<file path="config.mk">
export PLATFORM = sky130hd
export DESIGN_NAME = chan_mux_rr_flat
export DESIGN_NICKNAME = d
export VERILOG_FILES = /design/src/rtl/chan_mux_rr_if.sv /design/src/rtl/chan_mux_rr.sv /design/src/flat_wrapper.sv
export SDC_FILE = /design/constraint.sdc
export NUM_CORES = 1
export LEC_CHECK = 0
export BUFFER_PORTS_ARGS = -buffer_cell sky130_fd_sc_hd__buf_2
export CAP_MARGIN = 0
export CORE_UTILIZATION = 45
export CTS_BUF_LIST = sky130_fd_sc_hd__clkbuf_8
export DETAILED_ROUTE_END_ITERATION = 8
export PLACE_DENSITY = 0.81
export RECOVER_POWER = 25
export SLEW_MARGIN = 0
export SYNTH_ARGS = -nofsm -noshare
export SYNTH_HDL_FRONTEND = slang
export SYNTH_SLANG_ARGS = --single-unit
</file>
<file path="constraint.sdc">
create_clock -name clk -period 2.2 [get_ports clk]
set_input_delay 0.22 -clock clk [delete_from_list [all_inputs] [get_ports clk]]
set_output_delay 0.22 -clock clk [all_outputs]
set_load 0.01 [all_outputs]
</file>
<file path="src/rtl/chan_mux_rr_if.sv">
// chan_mux_rr_if: producer-side and consumer-side stream signals of the channel selector
interface chan_mux_rr_if #(
  parameter int NCH = 4,
  parameter int W = 8,
  parameter int SELW = 2
);
  logic mode;
  logic [SELW-1:0] sel;
  logic [NCH*W-1:0] in_data;
  logic [NCH-1:0] in_valid;
  logic [NCH-1:0] in_ready;
  logic [W-1:0] out_data;
  logic out_valid;
  logic out_ready;
  logic [SELW-1:0] out_ch;
  modport master (
    output mode, sel, in_data, in_valid, out_ready,
    input in_ready, out_data, out_valid, out_ch
  );
  modport slave (
    input mode, sel, in_data, in_valid, out_ready,
    output in_ready, out_data, out_valid, out_ch
  );
endinterface

</file>
<file path="src/rtl/chan_mux_rr.sv">
// chan_mux_rr: N-channel stream selector with fixed or round-robin grant and a registered output
module chan_mux_rr #(
  parameter int NCH = 4,
  parameter int W = 8,
  parameter int SELW = 2
) (
  input logic clk,
  input logic rst_n,
  chan_mux_rr_if.slave bus
);
  localparam logic [0:0] EMPTY = 1'b0;
  localparam logic [0:0] FULL = 1'b1;
  logic [0:0] state;
  logic [SELW-1:0] rr_ptr, g, out_ch;
  logic [W-1:0] out_data;
  logic gv, free, xfer;
  // grant: fixed channel when mode=0, first valid channel from rr_ptr when mode=1
  always_comb begin
    g = '0;
    gv = 1'b0;
    if (bus.mode) begin
      for (int k = NCH - 1; k >= 0; k--) begin
        if (bus.in_valid[(int'(rr_ptr) + k) % NCH]) begin
          g = SELW'((int'(rr_ptr) + k) % NCH);
          gv = 1'b1;
        end
      end
    end else if (int'(bus.sel) < NCH) begin
      g = bus.sel;
      gv = bus.in_valid[bus.sel];
    end
  end
  assign free = (state == EMPTY) | bus.out_ready;
  assign xfer = gv & free;
  assign bus.in_ready = (xfer & rst_n) ? NCH'(1) << g : '0;
  assign bus.out_valid = state == FULL;
  assign bus.out_data = out_data;
  assign bus.out_ch = out_ch;
  // output register load/unload and round-robin pointer advance
  always_ff @(posedge clk or negedge rst_n) begin
    if (!rst_n) begin
      state <= EMPTY;
      out_data <= '0;
      out_ch <= '0;
      rr_ptr <= '0;
    end else begin
      if (free) state <= xfer ? FULL : EMPTY;
      if (xfer) begin
        out_data <= bus.in_data[g*W +: W];
        out_ch <= g;
      end
      if (xfer & bus.mode) rr_ptr <= (int'(g) == NCH - 1) ? '0 : g + 1'b1;
    end
  end
endmodule

</file>
<file path="src/flat_wrapper.sv">
// flat-port wrapper written by rule: the top's interface ports become plain ports
module chan_mux_rr_flat 
#(
  parameter int NCH = 4,
  parameter int W = 8,
  parameter int SELW = 2
)
  (clk, rst_n, bus_mode, bus_sel, bus_in_data, bus_in_valid, bus_out_ready, bus_in_ready, bus_out_data, bus_out_valid, bus_out_ch);
  chan_mux_rr_if #(.NCH(NCH), .W(W), .SELW(SELW)) bus_i ();
  input logic clk;
  input logic rst_n;
  input wire logic [$bits(bus_i.mode)-1:0] bus_mode;
  input wire logic [$bits(bus_i.sel)-1:0] bus_sel;
  input wire logic [$bits(bus_i.in_data)-1:0] bus_in_data;
  input wire logic [$bits(bus_i.in_valid)-1:0] bus_in_valid;
  input wire logic [$bits(bus_i.out_ready)-1:0] bus_out_ready;
  output wire logic [$bits(bus_i.in_ready)-1:0] bus_in_ready;
  output wire logic [$bits(bus_i.out_data)-1:0] bus_out_data;
  output wire logic [$bits(bus_i.out_valid)-1:0] bus_out_valid;
  output wire logic [$bits(bus_i.out_ch)-1:0] bus_out_ch;
  assign bus_i.mode = bus_mode;
  assign bus_i.sel = bus_sel;
  assign bus_i.in_data = bus_in_data;
  assign bus_i.in_valid = bus_in_valid;
  assign bus_i.out_ready = bus_out_ready;
  assign bus_in_ready = bus_i.in_ready;
  assign bus_out_data = bus_i.out_data;
  assign bus_out_valid = bus_i.out_valid;
  assign bus_out_ch = bus_i.out_ch;
  chan_mux_rr #(.NCH(NCH), .W(W), .SELW(SELW)) u_core (.clk(clk), .rst_n(rst_n), .bus(bus_i));
endmodule
</file>
* Yosys cells after proc, flatten, opt, wreduce, memory -nomap -nowiden *
Cells that the tools add are included.

operators by class
  shifts and indexed selects = 2
  eq/ne operators = 1
  $add $sub $neg = 4
  bitwise logic cells = 8
  order comparisons = 5
  reductions and logical operators = 3
  mux-type cells = 26

operators with widths
  operator               number
  $shiftx A32 B6 Y8      1
  $mux W1                14
  $lt A3 B4 Y1 const B   3
  $mux W2                6
  $bmux W1 S2            5
  $lt A2 B3 Y1 const B   2
  $reduce_or A2 Y1       3
  $add A2 B1 Y2 const B  2
  $add A2 B2 Y2 const B  2
  $mux W4                1
  $shl A1 B2 Y4 const A  1
  $and A1 B1 Y1          3
  $and A1 B1 Y1 const A  3
  $eq A2 B1 Y1 const B   1
  $not A1 Y1             1
  $or A1 B1 Y1           1

storage, ports and cells
  logic and storage cells = 53
  output and inout bits = 15
  register bits after elaboration = 13
  input port bits = 42

* Depth between registers and ports, before layout *
Gate-level depths: netlist of run 1.

  word-level depth = 14
  mapped depth = 8
  depth with buffers taken out = 6

* Least setup slack after synthesis of run 1 *
No wires, ideal clock.

  path type = register -> output
  start = register u_core.rr_ptr[1]
  end = output bus_in_ready[2]
  stages on the path, launching flop included = 9
  setup slack = 0.253 ns
  required time = 1.980 ns
  arrival = 1.727 ns
  path buffers = 2
  cell sequence = dfrtp_1 -> nor3b_1 -> nor3b_1 -> a221oi_2 -> buf_6 -> buf_12 -> inv_1 -> ha_1 -> and3_1

between the ends
  word-level cells in the longest chain between the ends = 12
  elaborated cells between the ends (all ways) = 28
  classes of those cells = add/sub: 3; shift: 1; mux: 22; bitwise: 2

ends and longest elaborated chain
  what                                         line                                  RTL
  start: declaration                           chan_mux_rr.sv:14                     logic [SELW-1:0] rr_ptr, g, out_ch;
  start signal: assignment                     chan_mux_rr.sv:52                     if (xfer & bus.mode) rr_ptr <= (int'(g) == NCH - 1) ? '0 : g + 1'b1;
  $add A2 B2 Y2                                chan_mux_rr.sv:23, chan_mux_rr.sv:24
  $bmux W1 S2                                  chan_mux_rr.sv:23                     if (bus.in_valid[(int'(rr_ptr) + k) % NCH]) begin
  $mux W1 (implied by the code) (2 in series)  chan_mux_rr.sv:23
  $mux W1 (4 in series)                        chan_mux_rr.sv:23
  $mux W1                                      chan_mux_rr.sv:21                     if (bus.mode) begin
  $and A1 B1 Y1                                chan_mux_rr.sv:34                     assign xfer = gv & free;
  $and A1 B1 Y1                                chan_mux_rr.sv:35                     assign bus.in_ready = (xfer & rst_n) ? NCH'(1) << g : '0;
  $mux W4 *                                    chan_mux_rr.sv:35
  end: declaration                             flat_wrapper.sv:17                    output wire logic [$bits(bus_i.in_ready)-1:0] bus_in_ready;

Mark *: on every way between the ends. The rest lies on a longest branch, timed or not. The select of a mux whose other input is x is not followed.

* Worst setup path after layout of run 1 *
  start = register u_core.rr_ptr[0]
  end = output bus_in_ready[3]

The elaborated chain is that of the path after synthesis.

==> flow_summary.yaml, run 1 <==
placement:
  post-dp-hpwl_um: 1960
  dpl_cell_area_um2: 1300
  pre_cts_ws_ns: 0.134
  gp_congestion: 0.950
  port_buffers: 56
routing:
  drc_errors: 0
  ant_nets: 0
  wl_per_cell_um: 14.5
  drtIter0Drc: 28
  routed_wl_um: 2670
  routed_via_density: 5.51
  vias: 1014
  dr.pass1.iters: 5
grt:
  grt_max_degree: 17
  track_usage_pct: 23.0
  grt_pass1_vias: 990
  grt_pass1_wl_um: 4310
  antenna_found_initial: 0
  overflow: 0
timing:
  period_needed_ns: 2.15
  timing.fmax_ghz: 0.465
  drv_slew: 0
  hold_viol: 0
  slew_headroom_pct: 59.4
  skew_ns: 0.00108
  finalCritPeriodShare_pct: 97.7
  worst_pin_slew_ns: 0.609
  setup_viol: 0
  setup_ws_ns: 0.0496
critical_path:
  worstSetupStartpoint: "u_core.rr_ptr[0]"
  crit_type: "reg -> out"
  cp_max_fo: 6
  critPathMaxStageDelay_ns: 0.45
  worst_setup_path_start_kind: "flop"
  path_cells: "inv_1 > a21oi_1 > o221a_2 > or2_4 > ha_1 > and3_1 > buf_2"
  cp_data_required_time_ns: 1.98
  r2r_start: "u_core.rr_ptr[1]"
  endpoint_kind: "output pin"
  slowest_stage: "dfrtp_1"
  worstPathArrival_ns: 1.93
pwr:
  leakage_nw: 0.724
  p_per_area_nw_per_um2: 849
  ir_drop_mv: 0.549
yosys:
  yosys.cell_types.count: 34
  ys_seq_elements: 13
  synth_area_um2: 1010
  synth.area.top_cells: "dfrtp_1, mux2i_1, o221ai_2"
  synthArstFlopShare_pct: 100
  netlist.area_leader.share_pct: 32.3
  synth_nets: 140
  syn_area_per_cell_um2: 10.5
  synth.largest_area_cell: "dfrtp_1"
  ys_seq_area_share_pct: 32.3
  synth_enable_flop_cells: 0
  synth_cells: 96
  synth_ff_type: "dfrtp_1"
  synth_warnings: 0
clock_network:
  cts_buffers: 3
  ctsHtreeMaxLevel: 1
  clock_latency_ns: 0.24
  clkTransAtPathRegs_ns: 0.06
  root_buffer: "clkbuf_8"
  cts_max_path_buffers: 2
  cts_num_sinks: 13
  cts_tree: "yes"
die:
  io_pins: 57
  dieArea_um2: 2430
  core_um2: 2040
  initial_core_util_pct: 49.3
  dieWidth_um: 49.3
  die-height_um: 49.3
  placementRows: 16
flow_run:
  cap_violations: 0
finish:
  areaGrowthSynthToFinish_pct: 37.8
  postLayoutCellArea_um2: 1390
  nNetsFinal: 202
  drive_gt1_share_pct: 51.0
  n_antenna_cell: 0
min_path:
  hp-class: "in -> reg"
  worstHoldStart: "bus_in_data[5]"
run_status:
  outcome: "finished, final reports clean"
report_power, final:
group          switching, W  total [W]  internal (W)
registers         0.0000684   0.000390      0.000322
clock network     0.0000884   0.000212      0.000123
logic              0.000295   0.000576      0.000281
total              0.000452    0.00118      0.000727
state kept, by name (all words and copies together), names as in the netlist:
signal	flops
u_core.bus.out_ch	2
u_core.bus.out_data	8
u_core.bus.out_valid	1
u_core.rr_ptr	2
path summary, 6_finish.rpt:
check / end / slack, ns / cells after the start
max in group asynchronous: u_core.rr_ptr[1] / 1.51 / 2
worst max register to register: u_core.bus.out_data[1] / 0.19 / 6
min in group asynchronous: u_core.bus.out_data[3] / 0.42 / 2
worst min register to register: u_core.bus.out_data[1] / 0.48 / 2
worst max-delay path: bus_in_ready[3] / 0.05 / 7
worst min-delay path: u_core.bus.out_data[5] / 0.28 / 3
final cells by class:
cell class	instances	area, um^2
fillers	172	654
multi-input cells	76	651
flip-flops and latches	13	327
repair buffers	61	320
clock buffers	3	41.3
well taps	27	33.8
inverters	3	11.3
clock inverters	1	3.75
placed cells by master (no fill, tap or decap), drive strengths merged:
master       Yosys  layout
a21o             1       1
or3              1       1
mux4             1       1
nand2b           2       2
or2              2       2
clkbuf           0       3
buf              4      60
dlygate4sd3      0       1
nand3            1       1
nor2             3       3
a221oi           1       1
a21oi            2       2
dfrtp           13      13
o221ai           8       8
nand4bb          1       1
or4              1       1
nor3b            3       3
o21ai            4       4
o221a            1       1
a21boi           1       1
mux2i           17      17
o31ai            1       1
ha               2       2
mux2             1       1
nor3             2       2
a31oi            1       1
inv              3       4
o32ai            1       1
nor2b            2       2
and3             2       2
nand2           14      14
cells in the mapped netlist, types with 2 or more instances:
| cell | count |
|---|---|
| dfrtp_1 | 13 |
| o221ai_2 | 8 |
| nor2_1 | 3 |
| a21oi_1 | 2 |
| nand2b_1 | 2 |
| and3_1 | 2 |
| mux2i_1 | 17 |
| o21ai_0 | 3 |
| nor3_1 | 2 |
| nor2b_1 | 2 |
| ha_1 | 2 |
| nand2_1 | 14 |
| inv_1 | 3 |
| nor3b_1 | 3 |
cell families (layout without fill, tap and decap cells):
family                     count (synthesis)  after routing  synth area share (%)
DFF                                       13             13                  32.3
muxes                                     19             19                  20.6
and+or+nand+nor                           34             34                  17.5
adders and majority gates                  2              2                  2.48
buffers and inverters                      7             68                  5.47
AOI/OAI and AO/OA                         21             21                  21.6
layer usage:
layer	routed length, um	global-route usage (%)	share of wire [%]
met1	1070	26.1	40
met2	1460	43.8	55
met3	122	2.80	4.6
met4	5	6.86	0.19
met5	0	0	0
worst max-delay path: cells and delay by family (launching register included):
kind / cells / cell delay, ns
DFF: 1 / 0.45
and+or+nand+nor: 2 / 0.43
adders and majority gates: 1 / 0.19
buffers and inverters: 2 / 0.26
AOI/OAI and AO/OA: 2 / 0.36
stage by stage:
step | TNS [ns] | util (%) | std cells | power, W | hold WS [ns]
2_1_floorplan | 0 | - | 96 | 0.000770 | -0.0756
3_3_place_gp | 0 | 63.8 | 177 | 0.000906 | 0.128
3_5_place_dp | 0 | 63.8 | 177 | 0.000928 | 0.140
4_1_cts | 0 | 67.0 | 182 | 0.00115 | 0.275
5_1_grt | -0.0666 | 68.0 | 184 | 0.00125 | 0.304
6_report | 0 | 68.0 | 184 | 0.00118 | 0.278
what timing repair did:
action,CTS,global route
endpoints found under the setup margin,2,2
endpoints found under the hold margin,13,0
hold buffers,1,0
pin swaps,0,1
setup buffers,0,2
resized for setup,3,2
(Power assumes the default switching activity.)
==> run 2, diff against run 1 <==
--- a/config.mk
+++ b/config.mk
@@ -5,11 +5,11 @@
 export SDC_FILE = /design/constraint.sdc
 export NUM_CORES = 1
 export LEC_CHECK = 0
-export BUFFER_PORTS_ARGS = -buffer_cell sky130_fd_sc_hd__buf_2
 export CAP_MARGIN = 0
-export CORE_UTILIZATION = 45
+export CORE_UTILIZATION = 65
 export CTS_BUF_LIST = sky130_fd_sc_hd__clkbuf_8
 export DETAILED_ROUTE_END_ITERATION = 8
+export DONT_BUFFER_PORTS = 1
 export PLACE_DENSITY = 0.81
 export RECOVER_POWER = 25
 export SLEW_MARGIN = 0
==> flow_summary.yaml, run 2 (same netlist as run 1, synthesis figures left out) <==
run_status:
  outcome: "finished, final reports clean"
pwr:
  combPwrFrac_pct: 39.0
  leakage_nw: 0.496
  switching_power_w: 0.000400
  internal-power_w: 0.000645
  p_sw_share_pct: 38.3
  p_per_area_nw_per_um2: 956
  sequentialPowerShare_pct: 41.1
  clkPwrFrac_pct: 19.9
  ir_drop_mv: 0.709
critical_path:
  r2r_start: "u_core.rr_ptr[1]"
  cp_data_required_time_ns: 1.98
  endpoint_kind: "output pin"
  crit_type: "reg -> out"
  cp_max_fo: 8
  ff2ff_path_depth: 6
  worstPathArrival_ns: 1.92
  worst_setup_path_start_kind: "flop"
  rr_endpoint: "u_core.rr_ptr[1]"
  reg2reg_slack_ns: 0.26
finish:
  utilization_pct: 80.0
  largest_register: "u_core.bus.out_data"
  nNetsFinal: 146
  final-seq-area_um2: 327
  largest_reg_flops: 8
  biggestRegsByFlops: "u_core.bus.out_data x8, u_core.bus.out_ch x2, u_core.rr_ptr x2"
  areaGrowthSynthToFinish_pct: 8.57
  final_cell_mix: "mux2i_1, nand2_1, dfrtp_1, o221ai_2"
  multi_input_area_um2: 652
  drive_gt1_share_pct: 23.8
  n_antenna_cell: 0
  fillCellCount: 83
  final_common_cell: "mux2i_1"
timing:
  slew_headroom_pct: 59.2
  hold_viol: 0
  worst_pin_slew_ns: 0.612
  skew_ns: 0.00393
  setup_ws_ns: 0.0645
  drv_slew: 0
  setup_viol: 0
  finalCritPeriodShare_pct: 97.1
  period_needed_ns: 2.14
  timing.fmax_ghz: 0.468
placement:
  post-dp-hpwl_um: 1570
  gp_congestion: 0.942
  port_buffers: 0
  pre_cts_ws_ns: 0.234
clock_network:
  cts_max_path_buffers: 2
  clkTransAtPathRegs_ns: 0.06
  cts_buffers: 3
  cts_num_sinks: 13
  clock_latency_ns: 0.24
  post-cts-setup-buffers: 0
  cts_tree: "yes"
  root_buffer: "clkbuf_8"
  ctsHtreeMaxLevel: 1
flow_run:
  cap_violations: 0
routing:
  routed_wl_um: 2100
  wl_per_cell_um: 18.1
  routed_via_density: 6.94
  drtIter0Drc: 11
  dr.pass1.iters: 4
  drc_errors: 0
  ant_nets: 0
  vias: 805
min_path:
  holdPathStages: 2
  worstHoldStart: "bus_mode"
  hp-class: "in -> reg"
  min_to: "u_core.bus.out_valid"
die:
  dieWidth_um: 41.4
  core_um2: 1370
  initial_core_util_pct: 73.7
  dieArea_um2: 1710
  placementRows: 13
  io_pins: 57
  die-height_um: 41.4
grt:
  grt_use_met2_pct: 44.5
  track_usage_pct: 24.8
  overflow: 0
  grt_max_degree: 14
  antenna_found_initial: 0
  grt_pass1_vias: 670
  grt_pass1_wl_um: 2730
  grtUsageMet1_pct: 30.2
  gr-usage-met3_pct: 4.26
  busiest_layer: "met2"
## run 2: cell count changes in the layout (fill, tap and decap cells not counted), sizes merged
cell	change
buf	-56
## run 2: worst max-delay path, cell delays in order, from the launching register on
cell and delay, ns:
dfrtp_2 0.44, a21o_1 0.13, a21oi_1 0.06, o221a_2 0.29, or2_2 0.34, ha_1 0.21
and3_1 0.21
## run 2: stage by stage
| step | hold WS (ns) | setup TNS [ns] | instances | instance area (um^2) | total power [W] |
|---|---|---|---|---|---|
| final | 0.162 | 0 | 116 | 1090 | 0.00105 |
| after global routing | 0.196 | -0.0120 | 116 | 1090 | 0.00111 |
| after CTS | 0.161 | 0 | 116 | 1080 | 0.00104 |
| after detailed placement | -0.0753 | 0 | 111 | 1020 | 0.000825 |
| after global placement | -0.0753 | 0 | 111 | 1020 | 0.000806 |
| after floorplan | -0.0756 | 0 | 96 | 1010 | 0.000770 |
## run 2: how the worst max path moves through the flow
stage                     start                     end  slack, ns  depth (start not counted)
6_report       u_core.rr_ptr[1]         bus_in_ready[3]       0.06                          6
3_5_place_dp   u_core.rr_ptr[1]  u_core.bus.out_data[0]       0.23                          6
3_3_place_gp   u_core.rr_ptr[1]  u_core.bus.out_data[7]       0.29                          6
5_1_grt        u_core.rr_ptr[1]         bus_in_ready[3]      -0.01                          6
2_1_floorplan  u_core.rr_ptr[1]         bus_in_ready[2]       0.25                          8
4_1_cts        u_core.rr_ptr[1]         bus_in_ready[2]       0.02                          6
## run 2: power groups by stage
| stage | registers, W | clock network (W) | logic, W |
|---|---|---|---|
| 6_report | 0.000430 | 0.000208 | 0.000408 |
| 5_1_grt | 0.000443 | 0.000218 | 0.000451 |
| 4_1_cts | 0.000424 | 0.000210 | 0.000406 |
| 3_5_place_dp | 0.000426 | 0 | 0.000399 |
| 3_3_place_gp | 0.000423 | 0 | 0.000383 |
| 2_1_floorplan | 0.000408 | 0 | 0.000362 |
## run 2: repair_timing
action / CTS / global route
endpoints found under the hold margin: 13 / 0
gates resized for setup: 0 / 4
endpoints found under the setup margin: 0 / 4
hold buffers: 1 / 0
## run 2: cell type report
type	instances	share of cell area, %
clock buffer	3	3.78
clock inverter	1	0.343
multi-input combinational	76	59.6
tap	15	1.72
timing repair buffer	5	3.66
inverter	3	1.03
sequential	13	29.9
## run 2: routing by layer
metal	share of wire [%]	vias to the layer above
met5	0	-
met4	0.76	0
met3	9.1	4
met2	51	49
met1	39	377
li1	-	375
==> run 3, diff against run 2 <==
--- a/config.mk
+++ b/config.mk
@@ -10,6 +10,7 @@
 export CTS_BUF_LIST = sky130_fd_sc_hd__clkbuf_8
 export DETAILED_ROUTE_END_ITERATION = 8
 export DONT_BUFFER_PORTS = 1
+export MAX_ROUTING_LAYER = met4
 export PLACE_DENSITY = 0.81
 export RECOVER_POWER = 25
 export SLEW_MARGIN = 0
==> constraint.sdc (replaced) <==
create_clock -name clk -period 2.2 [get_ports clk]
set_input_delay 0.11 -clock clk [delete_from_list [all_inputs] [get_ports clk]]
set_output_delay 0.11 -clock clk [all_outputs]
set_load 0.01 [all_outputs]
==> flow_summary.yaml, run 3 (same netlist as run 1, synthesis figures left out) <==
pwr:
  p_per_area_nw_per_um2: 974
  combPwrFrac_pct: 40.3
  sequentialPowerShare_pct: 40.1
  clkPwrFrac_pct: 19.7
  switching_power_w: 0.000420
  leakage_nw: 0.505
  internal-power_w: 0.000659
  p_sw_share_pct: 38.9
  power_w: 0.00108
  ir_drop_mv: 0.630
critical_path:
  reg2reg_slack_ns: 0.23
  worst_setup_path_start_kind: "flop"
  rr_endpoint: "u_core.rr_ptr[1]"
  endpoint_kind: "output pin"
  cp_max_fo: 8
  r2r_start: "u_core.rr_ptr[1]"
  crit_type: "reg -> out"
  worstPathArrival_ns: 2.00
  ff2ff_path_depth: 6
  cp_data_required_time_ns: 2.09
grt:
  grt_use_met2_pct: 54.3
  grt_max_degree: 14
  track_usage_pct: 31.1
  overflow: 0
  antenna_found_initial: 0
  busiest_layer: "met2"
  gr-usage-met3_pct: 5.32
  grt_pass1_vias: 777
  grt_pass1_wl_um: 3250
  grtUsageMet1_pct: 34.9
clock_network:
  root_buffer: "clkbuf_8"
  cts_max_path_buffers: 2
  cts_buffers: 3
  ctsHtreeMaxLevel: 1
  cts_tree: "yes"
  clock_latency_ns: 0.24
  cts_num_sinks: 13
  clkTransAtPathRegs_ns: 0.06
finish:
  nNetsFinal: 148
  areaGrowthSynthToFinish_pct: 9.94
  biggestRegsByFlops: "u_core.bus.out_data x8, u_core.bus.out_ch x2, u_core.rr_ptr x2"
  drive_gt1_share_pct: 24.3
  final_cell_mix: "mux2i_1, nand2_1, dfrtp_1, o221ai_2, buf_4"
  largest_reg_flops: 8
  n_antenna_cell: 0
  largest_register: "u_core.bus.out_data"
  final_common_cell: "mux2i_1"
min_path:
  holdPathStages: 2
  hp-class: "in -> reg"
  worstHoldStart: "bus_out_ready"
  min_to: "u_core.bus.out_valid"
timing:
  finalCritPeriodShare_pct: 95.8
  fin_hold_ws_ns: 0.0601
  setup_viol: 0
  drv_slew: 0
  hold_viol: 0
  worst_pin_slew_ns: 0.611
  period_needed_ns: 2.11
  slew_headroom_pct: 59.1
  tns_ns: 0
  setup_ws_ns: 0.0932
  timing.fmax_ghz: 0.475
  skew_ns: 0.00425
die:
  dieWidth_um: 41.4
  die-height_um: 41.4
  placementRows: 13
  io_pins: 57
  core_um2: 1370
  initial_core_util_pct: 73.7
  dieArea_um2: 1710
routing:
  ant_nets: 0
  routed_via_density: 7.03
  wl_per_cell_um: 20.4
  dr.pass1.iters: 4
  drc_errors: 0
  drtIter0Drc: 23
  routed_wl_um: 2410
  vias: 829
run_status:
  outcome: "finished, final reports clean"
placement:
  post-dp-hpwl_um: 1720
  pre_cts_ws_ns: 0.228
  port_buffers: 0
  gp_congestion: 0.979
flow_run:
  cap_violations: 0
run 3: changes by cell type in the layout (fill, tap and decap cells not counted):
cell    change
nor3_2      -1
nor3_1      +1
buf_6       +1
buf_4       +1
run 3: metal layers:
metal  vias up  share of wire [%]
met2        49                 52
met5         -                  0
met4         0               0.41
met3         2                8.0
met1       396                 39
li1        382                  -
run 3: worst max path at each step:
stage / slack [ns] / start / endpoint
after floorplan: 0.29 / u_core.rr_ptr[1] / u_core.rr_ptr[1]
after global placement: 0.27 / u_core.rr_ptr[1] / u_core.rr_ptr[1]
after detailed placement: 0.23 / u_core.rr_ptr[1] / u_core.rr_ptr[1]
after CTS: 0.02 / u_core.rr_ptr[1] / bus_in_ready[2]
after global routing: -0.01 / u_core.rr_ptr[1] / bus_in_ready[2]
final: 0.09 / u_core.rr_ptr[1] / bus_in_ready[2]
run 3: repair_timing:
action	in CTS	in global routing
resized for setup	2	2
hold endpoints to repair	13	0
hold buffers	1	0
buffers inserted	0	1
setup endpoints to repair	2	3
run 3: metrics by stage:
stage	utilization (%)	cell area [um^2]	instances
detailed placement	75.5	1030	112
finish	81.0	1110	118
CTS	80.1	1090	117
global placement	75.5	1030	112
floorplan	-	1010	96
global route	81.0	1110	118
run 3: critical path, cell delays in order (launching register included):
cell and delay [ns]:
dfrtp_2 0.46, a21boi_2 0.18, o31ai_1 0.13, a221oi_4 0.36, buf_6 0.18, inv_1 0.07
ha_1 0.18, and3_1 0.20
run 3: final cells by class:
| class | instances | area, um^2 |
|---|---|---|
| multi-input combinational | 76 | 647 |
| inverter | 3 | 11.3 |
| tap | 15 | 18.8 |
| sequential | 13 | 327 |
| timing repair buffer | 7 | 58.8 |
| clock inverter | 1 | 3.75 |
| fill | 85 | 259 |
| clock buffer | 3 | 41.3 |
run 3: power by group through the flow:
stage          clock network [W]  logic (W)  registers, W
6_report                0.000212   0.000434      0.000432
5_1_grt                 0.000227   0.000479      0.000446
4_1_cts                 0.000212   0.000422      0.000425
3_5_place_dp                   0   0.000410      0.000426
3_3_place_gp                   0   0.000391      0.000423
2_1_floorplan                  0   0.000362      0.000408
